File: src/rtl/irq_pending_ctrl.sv
// rtl/irq_pending_ctrl.sv - interrupt request capture, masking and one-at-a-time ID presentation
//
// Latches eight raw request lines into a pending register and applies a
// software mask. Presents the highest-index eligible request as a 3-bit ID
// with a valid/ack handshake. The pending bit of the presented ID is cleared
// on acknowledge.
//
// Configuration macro: IRQ_EDGE_DETECT_EN
//   defined   - an event is a rising edge of req (req & ~previous req)
//   undefined - an event is the level of req (re-pends while high)
//
// Ports:
//   clk        in   1  rising-edge clock
//   rst        in   1  synchronous active-high reset
//   req        in   8  raw request lines, bit n = source n
//   mask_wr    in   1  load mask_in into the mask register this cycle
//   mask_in    in   8  new mask value, 1 = source blocked
//   mask       out  8  current mask register
//   pending    out  8  current pending register
//   irq_valid  out  1  irq_id is presenting a request
//   irq_id     out  3  index of the presented request
//   irq_ack    in   1  consumer accepts the presented request
//   overflow   out  1  one-cycle pulse: event merged into an already-pending source

module irq_pending_ctrl (
  input  logic       clk,
  input  logic       rst,
  input  logic [7:0] req,
  input  logic       mask_wr,
  input  logic [7:0] mask_in,
  output logic [7:0] mask,
  output logic [7:0] pending,
  output logic       irq_valid,
  output logic [2:0] irq_id,
  input  logic       irq_ack,
  output logic       overflow
);

  typedef enum logic {
    S_IDLE    = 1'b0,
    S_PRESENT = 1'b1
  } state_e;

  state_e     state_q, state_d;
  logic [7:0] pending_q, pending_d;
  logic [7:0] mask_q, mask_d;
  logic [2:0] irq_id_q, irq_id_d;
  logic       overflow_q, overflow_d;

  logic [7:0] event_w;
  logic [7:0] clr_w;
  logic [7:0] eligible_w;
  logic [2:0] sel_w;
  logic       any_eligible_w;
  logic       handshake_w;

`ifdef IRQ_EDGE_DETECT_EN
  // Previous request levels; reset to 0 so a line held high through reset
  // release still produces exactly one event.
  logic [7:0] req_prev_q;

  always_ff @(posedge clk) begin
    if (rst) begin
      req_prev_q <= 8'h00;
    end else begin
      req_prev_q <= req;
    end
  end

  assign event_w = req & ~req_prev_q;
`else
  assign event_w = req;
`endif

  assign handshake_w = (state_q == S_PRESENT) && irq_ack;

  // Only the presented bit is cleared, and only on a real handshake.
  assign clr_w = handshake_w ? (8'd1 << irq_id_q) : 8'd0;

  assign eligible_w     = pending_q & ~mask_q;
  assign any_eligible_w = |eligible_w;

  // Highest set index wins: later loop iterations overwrite earlier ones.
  always_comb begin
    sel_w = 3'd0;
    for (int i = 0; i < 8; i++) begin
      if (eligible_w[i]) begin
        sel_w = i[2:0];
      end
    end
  end

  always_comb begin
    // Set after clear, so a same-cycle event keeps the bit pending.
    pending_d  = (pending_q & ~clr_w) | event_w;
    overflow_d = |(event_w & pending_q & ~clr_w);
    mask_d     = mask_wr ? mask_in : mask_q;
  end

  always_comb begin
    state_d  = state_q;
    irq_id_d = irq_id_q;
    case (state_q)
      S_IDLE: begin
        // Selection uses the registered mask, so a mask write landing this
        // cycle only affects the next selection.
        if (any_eligible_w) begin
          irq_id_d = sel_w;
          state_d  = S_PRESENT;
        end
      end
      S_PRESENT: begin
        // No preemption and no retraction: only an ack leaves this state.
        if (irq_ack) begin
          state_d = S_IDLE;
        end
      end
      default: begin
        state_d = S_IDLE;
      end
    endcase
  end

  always_ff @(posedge clk) begin
    if (rst) begin
      state_q    <= S_IDLE;
      pending_q  <= 8'h00;
      mask_q     <= 8'h00;
      irq_id_q   <= 3'd0;
      overflow_q <= 1'b0;
    end else begin
      state_q    <= state_d;
      pending_q  <= pending_d;
      mask_q     <= mask_d;
      irq_id_q   <= irq_id_d;
      overflow_q <= overflow_d;
    end
  end

  assign mask      = mask_q;
  assign pending   = pending_q;
  assign irq_valid = (state_q == S_PRESENT);
  assign irq_id    = irq_id_q;
  assign overflow  = overflow_q;

endmodule

File: config.mk
export PLATFORM = sky130hd
export DESIGN_NAME = irq_pending_ctrl
export DESIGN_NICKNAME = d
export VERILOG_FILES = /design/src/rtl/irq_pending_ctrl.sv
export SDC_FILE = /design/constraint.sdc
export NUM_CORES = 1
export LEC_CHECK = 0
export BUFFER_PORTS_ARGS = -buffer_cell sky130_fd_sc_hd__clkbuf_2
export CAP_MARGIN = 20
export CORE_MARGIN = 2
export CORE_UTILIZATION = 45
export CTS_CLUSTER_DIAMETER = 40
export DETAILED_ROUTE_END_ITERATION = 16
export GPL_TIMING_DRIVEN = 1
export PLACE_DENSITY = 0.76
export SLEW_MARGIN = 20
export SYNTH_ARGS = -nofsm -noshare
export SYNTH_HDL_FRONTEND = slang
export SYNTH_SLANG_ARGS = --single-unit
File: constraint.sdc
create_clock -name clk -period 1.7 [get_ports clk]
set_input_delay 0.255 -clock clk [delete_from_list [all_inputs] [get_ports clk]]
set_output_delay 0.255 -clock clk [all_outputs]
set_load 0.02 [all_outputs]
==> results.toml <==
[run_status]
run_status = "finished, final reports clean"

[worst_setup_path]
critical_path.max_fanout = 6
start_kind = "flop"
critPathLaunch = "irq_valid$_SDFF_PP0_"
cp.required_ps = 1870
arrival_ps = 1640
r2r-start = "irq_valid$_SDFF_PP0_"
crit_type = "flop to flop"
cp-end-kind = "flop"

[drt]
drt-total-wl_um = 2316
ant_nets = 0
dr_total_vias = 904
drc = 0
wire_per_inst_um = 13.16
drt_iter0_drc = 18
first_pass_iters = 4
viasPerCell = 5.136

[finish]
final_common_cell = "clkbuf_2"
fin_nets = 170
diodes = 0
most-common-layout-cells = "40 x clkbuf_2, 23 x nor2_1, 21 x dfxtp_1"
syn_to_final_growth_pct = 26.53
num-fill-cells = 189
final_cells = 176
drive_above_1_share_pct = 36.24

[cts]
cts_resized = 0
hold_buffers = 0
postCtsSetupRepairBufs = 0
cts-buffers-inserted = 3
worstSkewPairLatency_ps = 290
clockBufferDepth = 2
cts_tree = "yes"
cts_root_buf = "clkbuf_4"
clk_pin_slew_worst_paths_ps = 110
htreeDepth = 1
cts_num_sinks = 21

[min_path]
holdCritStartpoint = "req[3]"
worst_hold_path_type = "primary input to flop"

[synthesis]
synth-simple-area-share_pct = 29.78
synth-edff-count = 0
postSynthCellCount = 107
yosysSeqAreaShare_pct = 43.69
synth_top_family_by_area = "simple AND/OR/NAND/NOR gates"
synth-seq-cells = 21
ys_warn_count = 0
synth_xor_area_share_pct = 0
synth_mux_area_share_pct = 8.322
async_flop_share_pct = 0
synth_cell_types = 32
synth_area_um2 = 962.2
synth-compound-area-share_pct = 16.12
synth.avg_cell_area_um2 = 8.992
synth_flop_cell = "dfxtp_1"
syn_nets = 127
synth-adder-area-share_pct = 0

[placement]
place_inst = 172
gp_congestion = 0.8548
portBuffers = 40
dp_hpwl_um = 1855
dp_slack_ps = 256.9

[floorplan]
std_cell_rows = 16
die_h_um = 50.24
num_io_pins = 41
dieWidth_um = 50.24
start_util_pct = 48.55
die_area_um2 = 2524
core_area_um2 = 1982

[sta]
final.setup.worst_slack_ps = 229.9
finalSetupViolCount = 0
finalCritPeriodShare_pct = 86.48
drv_slew = 0
relSlewSlack_pct = 71.08
worst_pin_slew_ps = 433.8
fmax_mhz = 680.2
fin_tns_setup_ps = 0
period_minus_slack_ps = 1470
final-hold-violation-count = 0
rsz0062_at_grt = "no"
skew_ps = 4.124

[pwr]
ir_drop_v = 0.0006221
p_leak_nw = 0.5762
p_per_area_nw_per_um2 = 878.3

[global_routing]
grtUsageTotal_pct = 19.72
grt_pass1_vias = 859
grt_antenna_before_repair = 0
grt_pass1_wl_um = 3801
grt_overflow_total = 0
grt_max_degree = 22

[flow_run]
maxCapViolCount = 0
## metrics by stage
step                hold slack [ps]  cell area [um^2]  util [%]  total power [mW]
detailed placement            491.5              1191     60.10            0.8486
global placement              479.1              1191     60.10            0.8394
floorplan                     372.4             962.2         -            0.7527
global route                  162.3              1217     61.43             1.134
CTS                           179.3              1217     61.43             1.079
finish                        179.6              1217     61.43             1.069
## kinds of logic after synthesis
group | Yosys count
flip-flops | 21
AO/OA/AOI/OAI | 22
AND/OR/NAND/NOR | 51
multiplexers | 8
buffers and inverters | 5
## state kept, by name (all words and copies together), names as in the netlist
name and count:
mask 8, pending 8, irq_id 3, irq_valid 1, overflow 1
## critical path, cell delays in order, from the launching register on
cell	delay, ps
dfxtp_1	450
nand2_1	100
nor2_1	240
nand2_1	150
a311oi_2	290
a41oi_1	120
## layout make-up
| type | count | area [um^2] | area share, % |
|---|---|---|---|
| multi-input combinational | 81 | 521.8 | 42.86 |
| sequential | 21 | 420.4 | 34.53 |
| timing repair buffer | 41 | 207.7 | 17.06 |
| tap | 27 | 33.78 | 2.775 |
| clock buffer | 4 | 26.28 | 2.158 |
| inverter | 2 | 7.507 | 0.6166 |
## per-layer routing
metal,up-vias,GRT usage (%),wire (um)
met1,415,25.28,1042
met3,4,3.571,116
met4,0,9.259,31
li1,455,-,-
met2,30,31.80,1126
met5,-,0,0
## cell usage after synthesis, drive strengths merged, types with 2 or more instances
cell type,n,share of area (%)
a21oi,12,6.2
a31oi,2,2.0
and2b,3,2.6
and3,2,1.8
clkbuf,2,0.78
dfxtp,21,44
inv,2,0.78
mux2i,8,8.3
nand2,7,3.0
nand2b,2,1.3
nand3,4,2.1
nor2,23,9.0
nor2b,6,4.9
## final timing paths
| kind | endpoint | slack, ps | depth (start not counted) |
|---|---|---|---|
| worst min register to register | mask[7]$_SDFFE_PP0P_ | 540 | 2 |
| worst min-delay path | pending[3]$_SDFF_PP0_ | 180 | 3 |
| worst max register to register | overflow$_SDFF_PP0_ | 230 | 5 |
| worst max-delay path | overflow$_SDFF_PP0_ | 230 | 5 |
## power by group
| group | leakage (nW) | switching (mW) | internal (mW) |
|---|---|---|---|
| combinational | 0.386 | 0.151 | 0.112 |
| sequential | 0.175 | 0.0430 | 0.531 |
| clock | 0.0150 | 0.141 | 0.0912 |
| total | 0.576 | 0.335 | 0.734 |
Note: power is estimated with default switching activity, not from simulation.
